--- src/rtl/hdmi_island_scheduler_pkg.sv ---
// Shared types and lengths for HDMI data-island scheduling.
package hdmi_island_pkg;

   typedef enum logic [1:0] {
      CTRL        = 2'd0,
      DI_PREAMBLE = 2'd1,
      DI_GUARD    = 2'd2,
      DI_DATA     = 2'd3
   } hdmi_period_t;

   typedef enum logic [2:0] {
      S_IDLE,
      S_PRE,
      S_GUARD_L,
      S_DATA,
      S_GUARD_T,
      S_DONE
   } island_state_t;

   localparam int DI_PREAMBLE_LEN = 8;
   localparam int DI_GUARD_LEN    = 2;
   localparam int DI_PACKET_LEN   = 32;

endpackage

--- src/rtl/hdmi_island_scheduler_if.sv ---
// Pixel-timing inputs, packet request/grant and per-pixel period outputs of the island scheduler.
interface hdmi_island_if #(parameter int NUM_SOURCES = 4);
   import hdmi_island_pkg::*;

   logic                   blank;
   logic [11:0]            blank_remaining;
   logic [NUM_SOURCES-1:0] pkt_req;
   hdmi_period_t           period;
   logic [NUM_SOURCES-1:0] pkt_grant;
   logic                   pkt_start;
   logic [4:0]             pkt_bit;
   logic                   island_busy;
   logic                   island_abort;

   modport master (
      input  blank, blank_remaining, pkt_req,
      output period, pkt_grant, pkt_start, pkt_bit, island_busy, island_abort
   );

   modport slave (
      output blank, blank_remaining, pkt_req,
      input  period, pkt_grant, pkt_start, pkt_bit, island_busy, island_abort
   );

endinterface

--- src/rtl/hdmi_island_scheduler_rr_arbiter.sv ---
// Round-robin arbiter: combinational one-hot grant searched from the pointer, which
// moves past the grantee only when advance coincides with a real grant.
module rr_arbiter #(
   parameter int NUM_REQ = 4
) (
   input  logic               clk_pixel,
   input  logic               reset_n,
   input  logic [NUM_REQ-1:0] req,
   input  logic               advance,
   output logic [NUM_REQ-1:0] grant
);

   localparam int PTR_W = (NUM_REQ > 1) ? $clog2(NUM_REQ) : 1;

   logic [PTR_W-1:0] ptr;
   logic [PTR_W-1:0] ptr_next;
   logic [PTR_W-1:0] idx;
   logic             found;

   always_comb begin
      grant    = '0;
      ptr_next = ptr;
      idx      = '0;
      found    = 1'b0;
      for (int i = 0; i < NUM_REQ; i++) begin
         idx = PTR_W'((int'(ptr) + i) % NUM_REQ);
         if (!found && req[idx]) begin
            found      = 1'b1;
            grant[idx] = 1'b1;
            ptr_next   = PTR_W'((int'(ptr) + i + 1) % NUM_REQ);
         end
      end
   end

   always_ff @(posedge clk_pixel) begin
      if (!reset_n)
         ptr <= '0;
      else if (advance && found)
         ptr <= ptr_next;
   end

endmodule

--- src/rtl/hdmi_island_scheduler.sv ---
// Per-pixel data-island scheduler: places preamble/guard/packet periods inside blanking
// and round-robins packet slots among the packet sources.
//
//  state     | meaning
//  S_IDLE    | control period, waiting for lead-in, room and a request
//  S_PRE     | 8 island preamble pixels
//  S_GUARD_L | 2 leading guard pixels; last one arbitrates packet 0
//  S_DATA    | 32 pixels per packet; bit 31 decides next packet or trailer
//  S_GUARD_T | 2 trailing guard pixels
//  S_DONE    | island finished, wait for blank to fall
module hdmi_island_scheduler
   import hdmi_island_pkg::*;
#(
   parameter int NUM_SOURCES = 4,
   parameter int MAX_PACKETS = 18,
   parameter int CTRL_LEAD   = 12,
   parameter int TAIL_MARGIN = 22
) (
   input  logic          clk_pixel,
   input  logic          reset_n,
   hdmi_island_if.master bus
);

   localparam logic [11:0] LEAD       = 12'(CTRL_LEAD);
   localparam logic [11:0] START_MIN  = 12'(DI_PREAMBLE_LEN + DI_GUARD_LEN + DI_PACKET_LEN
                                            + DI_GUARD_LEN + TAIL_MARGIN);
   localparam logic [11:0] CONT_MIN   = 12'(DI_PACKET_LEN + DI_GUARD_LEN + TAIL_MARGIN);
   localparam logic [3:0]  PRE_LAST   = 4'(DI_PREAMBLE_LEN);
   localparam logic [3:0]  GUARD_LAST = 4'(DI_GUARD_LEN);
   localparam logic [4:0]  PKT_MAX    = 5'(MAX_PACKETS);
   localparam logic [4:0]  BIT_LAST   = 5'(DI_PACKET_LEN - 1);

   island_state_t          state;
   logic [11:0]            blank_cnt;
   logic [3:0]             px_cnt;
   logic [4:0]             pkt_cnt;
   hdmi_period_t           period_r;
   logic [NUM_SOURCES-1:0] grant_r;
   logic                   start_r;
   logic [4:0]             bit_r;
   logic                   busy_r;
   logic                   abort_r;
   logic [NUM_SOURCES-1:0] arb_grant;
   logic                   arb_advance;
   logic                   cont_ok;
   logic                   start_ok;

   assign start_ok = bus.blank && (blank_cnt >= LEAD) && (|bus.pkt_req)
                     && (bus.blank_remaining >= START_MIN);
   assign cont_ok  = (|bus.pkt_req) && (pkt_cnt < PKT_MAX) && (bus.blank_remaining > CONT_MIN);

   // An abort (blank low) must never consume a grant.
   assign arb_advance = reset_n && bus.blank &&
                        (((state == S_GUARD_L) && (px_cnt == GUARD_LAST)) ||
                         ((state == S_DATA) && (bit_r == BIT_LAST) && cont_ok));

   rr_arbiter #(.NUM_REQ(NUM_SOURCES)) u_arb (
      .clk_pixel (clk_pixel),
      .reset_n   (reset_n),
      .req       (bus.pkt_req),
      .advance   (arb_advance),
      .grant     (arb_grant)
   );

   always_ff @(posedge clk_pixel) begin
      if (!reset_n) begin
         state     <= S_IDLE;
         blank_cnt <= '0;
         px_cnt    <= '0;
         pkt_cnt   <= '0;
         period_r  <= CTRL;
         grant_r   <= '0;
         start_r   <= 1'b0;
         bit_r     <= '0;
         busy_r    <= 1'b0;
         abort_r   <= 1'b0;
      end else begin
         start_r <= 1'b0;
         abort_r <= 1'b0;
         if (!bus.blank)
            blank_cnt <= '0;
         else if (blank_cnt != '1)
            blank_cnt <= blank_cnt + 12'd1;

         if (!bus.blank && (state != S_IDLE) && (state != S_DONE)) begin
            state    <= S_IDLE;
            period_r <= CTRL;
            grant_r  <= '0;
            bit_r    <= '0;
            busy_r   <= 1'b0;
            abort_r  <= busy_r;
         end else begin
            case (state)
               S_IDLE: begin
                  if (start_ok) begin
                     state    <= S_PRE;
                     period_r <= DI_PREAMBLE;
                     px_cnt   <= 4'd1;
                     busy_r   <= 1'b1;
                  end
               end
               S_PRE: begin
                  if (px_cnt == PRE_LAST) begin
                     state    <= S_GUARD_L;
                     period_r <= DI_GUARD;
                     px_cnt   <= 4'd1;
                  end else begin
                     px_cnt <= px_cnt + 4'd1;
                  end
               end
               S_GUARD_L: begin
                  if (px_cnt == GUARD_LAST) begin
                     state    <= S_DATA;
                     period_r <= DI_DATA;
                     grant_r  <= arb_grant;
                     start_r  <= 1'b1;
                     bit_r    <= '0;
                     pkt_cnt  <= 5'd1;
                  end else begin
                     px_cnt <= px_cnt + 4'd1;
                  end
               end
               S_DATA: begin
                  if (bit_r != BIT_LAST) begin
                     bit_r <= bit_r + 5'd1;
                  end else if (cont_ok) begin
                     grant_r <= arb_grant;
                     start_r <= 1'b1;
                     bit_r   <= '0;
                     if (pkt_cnt != PKT_MAX)
                        pkt_cnt <= pkt_cnt + 5'd1;
                  end else begin
                     state    <= S_GUARD_T;
                     period_r <= DI_GUARD;
                     grant_r  <= '0;
                     bit_r    <= '0;
                     px_cnt   <= 4'd1;
                  end
               end
               S_GUARD_T: begin
                  if (px_cnt == GUARD_LAST) begin
                     state    <= S_DONE;
                     period_r <= CTRL;
                     busy_r   <= 1'b0;
                  end else begin
                     px_cnt <= px_cnt + 4'd1;
                  end
               end
               S_DONE: begin
                  if (!bus.blank)
                     state <= S_IDLE;
               end
               default: state <= S_IDLE;
            endcase
         end
      end
   end

   assign bus.period       = period_r;
   assign bus.pkt_grant    = grant_r;
   assign bus.pkt_start    = start_r;
   assign bus.pkt_bit      = bit_r;
   assign bus.island_busy  = busy_r;
   assign bus.island_abort = abort_r;

endmodule

--- src/flat_wrapper.sv ---
// flat-port wrapper written by rule: the top's interface ports become plain ports
module hdmi_island_scheduler_flat import hdmi_island_pkg::*;
#(
   parameter int NUM_SOURCES = 4,
   parameter int MAX_PACKETS = 18,
   parameter int CTRL_LEAD   = 12,
   parameter int TAIL_MARGIN = 22
)
  (clk_pixel, reset_n, bus_blank, bus_blank_remaining, bus_pkt_req, bus_period, bus_pkt_grant, bus_pkt_start, bus_pkt_bit, bus_island_busy, bus_island_abort);
  hdmi_island_if #(.NUM_SOURCES(NUM_SOURCES)) bus_i ();
  input  logic clk_pixel;
  input  logic reset_n;
  input wire logic [$bits(bus_i.blank)-1:0] bus_blank;
  input wire logic [$bits(bus_i.blank_remaining)-1:0] bus_blank_remaining;
  input wire logic [$bits(bus_i.pkt_req)-1:0] bus_pkt_req;
  output wire logic [$bits(bus_i.period)-1:0] bus_period;
  output wire logic [$bits(bus_i.pkt_grant)-1:0] bus_pkt_grant;
  output wire logic [$bits(bus_i.pkt_start)-1:0] bus_pkt_start;
  output wire logic [$bits(bus_i.pkt_bit)-1:0] bus_pkt_bit;
  output wire logic [$bits(bus_i.island_busy)-1:0] bus_island_busy;
  output wire logic [$bits(bus_i.island_abort)-1:0] bus_island_abort;
  assign bus_i.blank = bus_blank;
  assign bus_i.blank_remaining = bus_blank_remaining;
  assign bus_i.pkt_req = bus_pkt_req;
  assign bus_period = bus_i.period;
  assign bus_pkt_grant = bus_i.pkt_grant;
  assign bus_pkt_start = bus_i.pkt_start;
  assign bus_pkt_bit = bus_i.pkt_bit;
  assign bus_island_busy = bus_i.island_busy;
  assign bus_island_abort = bus_i.island_abort;
  hdmi_island_scheduler #(.NUM_SOURCES(NUM_SOURCES), .MAX_PACKETS(MAX_PACKETS), .CTRL_LEAD(CTRL_LEAD), .TAIL_MARGIN(TAIL_MARGIN)) u_core (.clk_pixel(clk_pixel), .reset_n(reset_n), .bus(bus_i));
endmodule
--- config.mk ---
export PLATFORM = sky130hd
export DESIGN_NAME = hdmi_island_scheduler_flat
export DESIGN_NICKNAME = d
export VERILOG_FILES = /design/src/rtl/hdmi_island_scheduler_pkg.sv /design/src/rtl/hdmi_island_scheduler_if.sv /design/src/rtl/hdmi_island_scheduler_rr_arbiter.sv /design/src/rtl/hdmi_island_scheduler.sv /design/src/flat_wrapper.sv
export SDC_FILE = /design/constraint.sdc
export NUM_CORES = 1
export LEC_CHECK = 0
export BUFFER_PORTS_ARGS = -buffer_cell sky130_fd_sc_hd__buf_2
export CAP_MARGIN = 20
export CORE_ASPECT_RATIO = 1.2
export CORE_MARGIN = 5
export CORE_UTILIZATION = 50
export DETAILED_ROUTE_END_ITERATION = 7
export PLACE_DENSITY_LB_ADDON = 0.15
export SYNTH_ARGS = -nofsm -noshare
export SYNTH_HDL_FRONTEND = slang
export SYNTH_SLANG_ARGS = --single-unit
--- constraint.sdc ---
create_clock -name clk_pixel -period 2.5 [get_ports clk_pixel]
set_input_delay 0.25 -clock clk_pixel [delete_from_list [all_inputs] [get_ports clk_pixel]]
set_output_delay 0.25 -clock clk_pixel [all_outputs]
set_load 0.005 [all_outputs]
# Word level (Yosys, flattened, before mapping)
# Cells that the tools add are included.
[totals] ff_bits=40 in_bits=19 output_inout_bits=14 word_cells=173
[classes] addsub=10 magnitude_cmp=12 n_eq_ne=22 mux=68 n_bitwise=5 n_reduce_logical=45
[op_table] cell="2-to-1 mux 4 bit" count=12
[op_table] cell="2-to-1 mux 5 bit" count=6
[op_table] cell="2-to-1 mux 3 bit" count=7
[op_table] cell="logical AND 1 bit" count=20
[op_table] cell="2-to-1 mux 2 bit" count=10
[op_table] cell="one-hot mux 5 bit (2 select lines)" count=2
[op_table] cell="one-hot mux 3 bit (6 select lines)" count=1
[op_table] cell="2-to-1 mux 1 bit" count=17
[op_table] cell="one-hot mux 4 bit (4 select lines)" count=1
[op_table] cell="AND reduction 7 bit" count=2
[op_table] cell="adder 12 x 1 -> 12 bit, second input constant" count=1
[op_table] cell="greater-or-equal comparator 12 x 4 -> 1 bit, second input constant" count=1
[op_table] cell="greater-or-equal comparator 12 x 7 -> 1 bit, second input constant" count=1
[op_table] cell="greater-than comparator 12 x 6 -> 1 bit, second input constant" count=1
[op_table] cell="< comparator 2 x 3 -> 1 bit, second input constant" count=4
[op_table] cell="inequality test 12 bit, second input constant" count=1
[op_table] cell="inequality test 2 bit, second input constant" count=6
[op_table] cell="bitwise OR 4 bit" count=3
[op_table] cell="AND reduction 6 bit" count=2
[op_table] cell="adder 5 x 1 -> 5 bit, second input constant" count=2
[op_table] cell="inequality test 5 bit, second input constant" count=2
[op_table] cell="one-hot mux 2 bit (5 select lines)" count=1
[op_table] cell="adder 2 x 1 -> 2 bit, second input constant" count=4
[op_table] cell="binary-select mux 1 bit (select 2 bit)" count=4
[op_table] cell="other kinds (27)" count=51

# Logic depth before layout (Yosys ltp)
# Gate-level depths: netlist (run 1).
[depth] ltp_word=15 mapped_depth=10 mapped_depth_nobuf=9

# Hierarchy
# From an unflattened synthesis (run 1), not the netlist that was laid out.
[hier_totals] cells_unflattened=319 hier_area_um2=2635.0
[by_module_without_submodules] module="hdmi_island_scheduler" instances=1 cells_per_inst=262 area_per_inst_um2=2123.3 seq_area_each_um2=760.7
[by_module_without_submodules] module="rr_arbiter" instances=1 cells_per_inst=57 area_per_inst_um2=511.7 seq_area_each_um2=40.0

# Worst setup path after synthesis (run 1)
# Ideal clock, no wire load.
[synth_path] kind="reg-to-reg" start="reg u_core.u_arb.ptr[0]" end="reg u_core.u_arb.ptr[1]" setup_ns=0.059 arrival_ns=2.472 t_required_ns=2.441 path_slack_ns=-0.031 path_stages_with_launch=10 path_buffers=2 synth_period_minus_slack_ns=2.531 cell_sequence="dfxtp_1 -> clkbuf_1 -> inv_1 -> ha_1 -> mux4_2 -> buf_2 -> nor4b_4 -> o21ai_0 -> o2111ai_1 -> o211a_1"
[synth_between] elab_chain_len=14 word_cells_on_any_way=31 classes_between="6 x add/sub; 16 x mux; 9 x reduce/logical"
[synth_rtl] item="start, declared" line_no="hdmi_island_scheduler_rr_arbiter.sv:15" rtl="logic [PTR_W-1:0] ptr;"
[synth_rtl] item="start signal, assigned" line_no="hdmi_island_scheduler_rr_arbiter.sv:39" rtl="ptr <= ptr_next;"
[synth_rtl] item="branches (longest 14 deep; another with adder 2 x 1 -> 2 bit)"
# Parallel ways; which one is timed is not known. The select of a mux whose other input is x is not followed.
# A chain may end at the register's enable or synchronous reset.

# Final worst setup path (run 1)
[layout_path] start="reg u_core.u_arb.ptr[1]" end="reg u_core.u_arb.ptr[1]"
# The elaborated chain is that of the path after synthesis.

==> results of run 1 <==
worst max-delay path, stage by stage, from the launching register on:
cell       delay [ps]
dfxtp_1           430
inv_1             140
ha_1              390
mux4_2            660
nor4b_4           280
o21ai_0           130
o2111ai_1         100
o211a_1           160
Yosys cell counts (7+ instances only):
master	count	area, sq um
inv_1	10	37.5
and3_1	7	43.8
clkbuf_1	8	30.0
o21ai_0	10	50.1
nor3_1	9	45.0
a211oi_1	8	60.1
nor2_1	30	113
nand3_1	10	50.1
dfxtp_1	40	801
a21oi_1	26	130
ha_1	15	188
nand2_1	27	101
nor2b_1	7	43.8
report_power, final:
group           total, W  internal [W]  switching, W
clock           0.000544      0.000301      0.000243
combinational  0.0000809     0.0000335     0.0000474
sequential      0.000644      0.000640    0.00000377
total            0.00127      0.000974      0.000294
cell usage in the layout, fill, tap and decap left out, types with 9 or more instances in the layout:
master / instances
a21oi_1: 26
buf_2: 32
dfxtp_1: 40
ha_1: 15
inv_1: 10
nand2_1: 27
nand3_1: 10
nor2_1: 30
nor3_1: 9
o21ai_0: 9
cells by family after synthesis:
group | share of synthesized area [%]
compound gates | 23.8
xor+xnor | 2.73
fa+ha+maj | 7.32
buf+inv | 3.46
flops | 31.2
mux | 4.29
simple gates | 27.2
final timing paths:
check | start | end | cells past startpoint
max | u_core.u_arb.ptr[1]$_SDFFE_PN0P_ | u_core.u_arb.ptr[1]$_SDFFE_PN0P_ | 7
min | reset_n | u_core.px_cnt[0]$_SDFFE_PN0P_ | 2
max reg2reg | u_core.u_arb.ptr[1]$_SDFFE_PN0P_ | u_core.u_arb.ptr[1]$_SDFFE_PN0P_ | 7
min reg2reg | u_core.bus.pkt_grant[0]$_SDFFE_PP0P_ | u_core.bus.pkt_grant[0]$_SDFFE_PP0P_ | 1
metal layers:
layer	part of all wire [%]	global-route usage, %	up-vias	routed length [um]
met5	0	0	-	0
met1	42	22.8	1113	2500
li1	-	-	1185	-
met2	53	34.2	36	3160
met3	3.6	3.41	7	215
met4	1.2	5.41	0	70
metrics by stage:
stage / hold slack [ps] / worst slack [ps] / instance area, sq um / power (W) / cells
finish: 355 / 153 / 2910 / 0.00127 / 395
global route: 361 / 6.65 / 2910 / 0.00133 / 395
CTS: 353 / 99.7 / 2910 / 0.00128 / 395
detailed placement: 446 / 110 / 2790 / 0.000740 / 387
global placement: 452 / 189 / 2790 / 0.000737 / 387
floorplan: 431 / 95.4 / 2570 / 0.000706 / 300
final cells by class:
class	count	area, sq um
Timing Repair Buffer	38	205
Clock inverter	3	47.5
Clock buffer	5	68.8
Tap cell	60	75.1
Sequential cell	40	801
Fill cell	481	2060
Multi-Input combinational cell	239	1680
Inverter	10	37.5
flip-flops by register name, summed over array words and instances (netlist names):
name                     flops
u_core.u_arb.ptr             2
u_core.bus.pkt_start         1
u_core.state                 3
u_core.px_cnt                4
u_core.bus.island_busy       1
u_core.bus.island_abort      1
u_core.bus.period            2
u_core.blank_cnt            12
u_core.bus.pkt_grant         4
u_core.bus.pkt_bit           5
u_core.pkt_cnt               5
==> results.ini, run 1 <==
[run_status]
status = finished, final reports clean

[cells_and_area]
final_util_pct = 58.6
final_layout_size_suffix_gt1_share_pct = 20.3
syn2layout_area_growth_pct = 13.6
num-nets-final = 368
num_antenna_cells = 0

[pwr]
p_leak_nw = 1.20
vdd_drop_max_mv = 0.514
p_per_area_nw_per_um2 = 435

[synth]
syn_nets = 334
synthCells = 300
ys.flop_type = dfxtp_1
async_reset_ff_share_pct = 0
ys_types = 63
syn_area_sq_um = 2560
synth_seq_area_share_pct = 31.2
synth-edff-count = 0
synth.avg_cell_area_sq_um = 8.55
yosysWarningCount = 0
synth-seq-cells = 40

[cts]
clk_pin_slew_ps = 80
root_buffer = clkbuf_8
htree_num_levels = 2
cts_resized = 0
cts_hold_buf = 0
clock_latency_ps = 300
cts_buffer_depth = 2
clock-sinks = 40
cts_buffers = 5
post_cts.repair.setup_buffers = 0
cts_tree = done

[global_route]
grt_pass1_vias = 2193
grt_pass1_wl_mm = 10.0
grt_usage_pct = 19.0
grt_max_degree = 20
antenna_found_initial = 0
grt-ovfl-total = 0

[sta]
min_period_ps = 2350
finalSetupViolCount = 0
skew_ps = 7.50
tightest_slew_ps = 635
fmax_mhz = 426
fin_crit_sh_pct = 93.9
slew_headroom_pct = 57.6
hold_violations = 0
slew_viol_final = 0
fin_setup_tns_ps = 0
rsz0062_at_grt = no

[worst_setup_path]
arrival_ps = 2590
required_ps = 2740
rrSetupSlack_ps = 150
endpoint_kind = register
worst-setup-path-type = register to register
start_kind = register
cp_max_fo = 10

[detailed_routing]
wl_per_cell_um = 15.0
drc = 0
drt_iter0_drc = 65
viasPerCell = 5.93
drtPass1Iterations = 4
routed_wl_mm = 5.94
ant_nets = 0
num_vias = 2341

[worst_hold_path]
hp-class = primary input to register

[placement]
place.gp.congestion = 0.908
io_buffer_count = 32
hpwl_mm = 4.46

[floorplanning]
placementRows = 28
start_util_pct = 51.6
dieArea_sq_um = 6670
dieWidth_um = 75.4
fp.dieH_um = 88.5
core_area_sq_um = 4970
ios = 33

[flow_run]
cap_violations = 0

Note: power is estimated with default switching activity, not from simulation.
==> inputs of run 2 (changes only) <==
- SETUP_SLACK_MARGIN: unset -> 0.3
==> run 2 against run 1 <==
  * Via count is 3.7% higher
  * Utilization increased by 3.5 points
  * Maximum frequency increased by 9.4%
  * Sequential share of layout area is 1.2 points lower
  * Die area stayed put
  * Final cell count is 2.0% higher
  * Non-clock buffer count grew 8
  * Worst hold slack got worse by 11 ps
  * Global-route usage about the same
  * Sequential power about the same
  * Clock-buffer cell count is the same
  * Largest power group unchanged
  * Highest routed layer unchanged
==> results.ini, run 2 (synthesis gave the netlist of run 1 again) <==
[cells_and_area]
fillers = 442  ; was 481
largest_register_ffs = 12  ; unchanged
num_antenna_cells = 0  ; unchanged
regMostFlops = u_core.blank_cnt  ; unchanged
final_cell_mix = dfxtp_1 (33), buf_2 (32), nor2_1 (30)  ; was dfxtp_1 (40), buf_2 (32), nor2_1 (30)
final_layout_size_suffix_gt1_share_pct = 28.3  ; was 20.3%
final_common_cell = dfxtp_1  ; unchanged
num-nets-final = 376  ; was 368
syn2layout_area_growth_pct = 20.3  ; was 13.6%

[worst_setup_path]
worst-setup-path-type = register to register  ; unchanged
start_kind = register  ; unchanged
cp_max_fo = 8  ; was 10
endpoint_kind = register  ; unchanged
arrival_ps = 2340  ; was 2590 ps
critPathTopFamily = compound AO/OA/AOI/OAI gates  ; was multiplexers
path_buf_inv = 1  ; unchanged
slowest_stage = mux4_2  ; unchanged
cp_cell_sequence = inv_2 -> ha_4 -> mux4_2 -> o21ai_0 -> a211oi_1 -> a31o_2  ; was inv_1 -> ha_1 -> mux4_2 -> nor4b_4 -> o21ai_0 -> o2111ai_1 -> o211a_1
critPathMaxStageDelay_ps = 620  ; was 660 ps
required_ps = 2690  ; was 2740 ps

[sta]
min_period_ps = 2150  ; was 2350 ps
slew_viol_final = 0  ; unchanged
hold_ws_ps = 343  ; was 355 ps
tightest_slew_ps = 680  ; was 635 ps
fmax_mhz = 466  ; was 426 MHz
skew_ps = 3.38  ; was 7.50 ps
finalSetupViolCount = 0  ; unchanged
rsz0062_at_grt = no  ; unchanged
fin_crit_sh_pct = 85.8  ; was 93.9%
slew_headroom_pct = 54.3  ; was 57.6%
fin_setup_tns_ps = 0  ; unchanged
hold_violations = 0  ; unchanged

[cts]
clk_pin_slew_ps = 80  ; about the same
clock_latency_ps = 300  ; about the same
clock-sinks = 40  ; unchanged
cts_hold_buf = 0  ; unchanged
cts_buffers = 5  ; unchanged
root_buffer = clkbuf_8  ; unchanged
htree_num_levels = 2  ; unchanged
cts_buffer_depth = 2  ; unchanged
cts_tree = done  ; unchanged

[floorplanning]
dieWidth_um = 75.4  ; unchanged
ios = 33  ; unchanged
dieArea_sq_um = 6670  ; unchanged
placementRows = 28  ; unchanged
fp.dieH_um = 88.5  ; unchanged
core_area_sq_um = 4970  ; unchanged
start_util_pct = 51.6  ; unchanged

[pwr]
p_total_w = 0.00127  ; about the same
p_leak_nw = 1.25  ; was 1.20 nW
p_per_area_nw_per_um2 = 413  ; was 435 nW/um^2
vdd_drop_max_mv = 0.361  ; was 0.514 mV

[worst_hold_path]
hp-class = primary input to register  ; unchanged

[global_route]
grt-ovfl-total = 0  ; unchanged
antenna_found_initial = 0  ; unchanged
grt_pass1_wl_mm = 10.0  ; about the same
grt_pass1_vias = 2314  ; was 2193
grt_usage_pct = 19.1  ; was 19.0%
grt_max_degree = 18  ; was 20

[detailed_routing]
routed_wl_mm = 6.13  ; was 5.94 mm
top_layer = met4  ; unchanged
ant_nets = 0  ; unchanged
wl_per_cell_um = 15.2  ; was 15.0 um
drtPass1Iterations = 4  ; unchanged
met1_length_mm = 2.57  ; was 2.50 mm
viasPerCell = 6.02  ; was 5.93
drc = 0  ; unchanged
wl_met2_mm = 3.17  ; was 3.16 mm
drt_iter0_drc = 108  ; was 65
route.met3.wl_um = 240  ; was 215 um
num_vias = 2427  ; was 2341

[placement]
io_buffer_count = 32  ; unchanged
hpwl_mm = 4.50  ; was 4.46 mm
place.gp.congestion = 0.901  ; was 0.908

[flow_run]
cap_violations = 0  ; unchanged

[run_status]
status = finished, final reports clean  ; unchanged

-- run 2: path summary, 6_finish.rpt --
path	startpoint	end	slack, ps	cells past startpoint
setup reg to reg	u_core.u_arb.ptr[1]$_SDFFE_PN0P_	u_core.u_arb.ptr[0]$_SDFFE_PN0P_	350	6
hold / removal	reset_n	u_core.u_arb.ptr[1]$_SDFFE_PN0P_	340	2
hold reg to reg	u_core.bus.pkt_grant[0]$_SDFFE_PP0P_	u_core.bus.pkt_grant[0]$_SDFFE_PP0P_	460	1
setup / recovery	u_core.u_arb.ptr[1]$_SDFFE_PN0P_	u_core.u_arb.ptr[0]$_SDFFE_PN0P_	350	6
-- run 2: timing repair --
item / 4_1_cts / 5_1_grt
buffers inserted: 0 / 7
pin swaps: 1 / 6
endpoints found under the setup margin: 10 / 19
resized for setup: 5 / 23
-- run 2: final cells by class --
| cell class | instances | area (sq um) | area share [%] |
|---|---|---|---|
| sequential | 40 | 812 | 26.3 |
| multi-input combinational | 239 | 1780 | 57.7 |
| inverter | 10 | 37.5 | 1.22 |
| clock inverter | 3 | 47.5 | 1.54 |
| clock buffer | 5 | 68.8 | 2.23 |
| timing repair buffer | 46 | 265 | 8.60 |
| tap | 60 | 75.1 | 2.43 |
-- run 2: metal layers --
metal  GRT usage (%)  up-vias
li1                -     1205
met1            22.0     1162
met2            33.4       46
met3            3.18       14
met4            9.38        0
met5               0        -
-- run 2: where the power goes --
part / internal (W) / switching [W]
logic: 0.0000352 / 0.0000485
clock network: 0.000301 / 0.000247
registers: 0.000639 / 0.00000414
-- run 2: metrics by stage --
stage                     utilization (%)  std cells  area [sq um]  setup slack [ps]
after floorplan                         -        300          2590               300
after global placement               56.6        388          2820               221
after detailed placement             56.6        388          2820               170
after CTS                            59.3        396          2950               260
after global routing                 62.0        403          3090               272
final                                62.0        403          3090               355
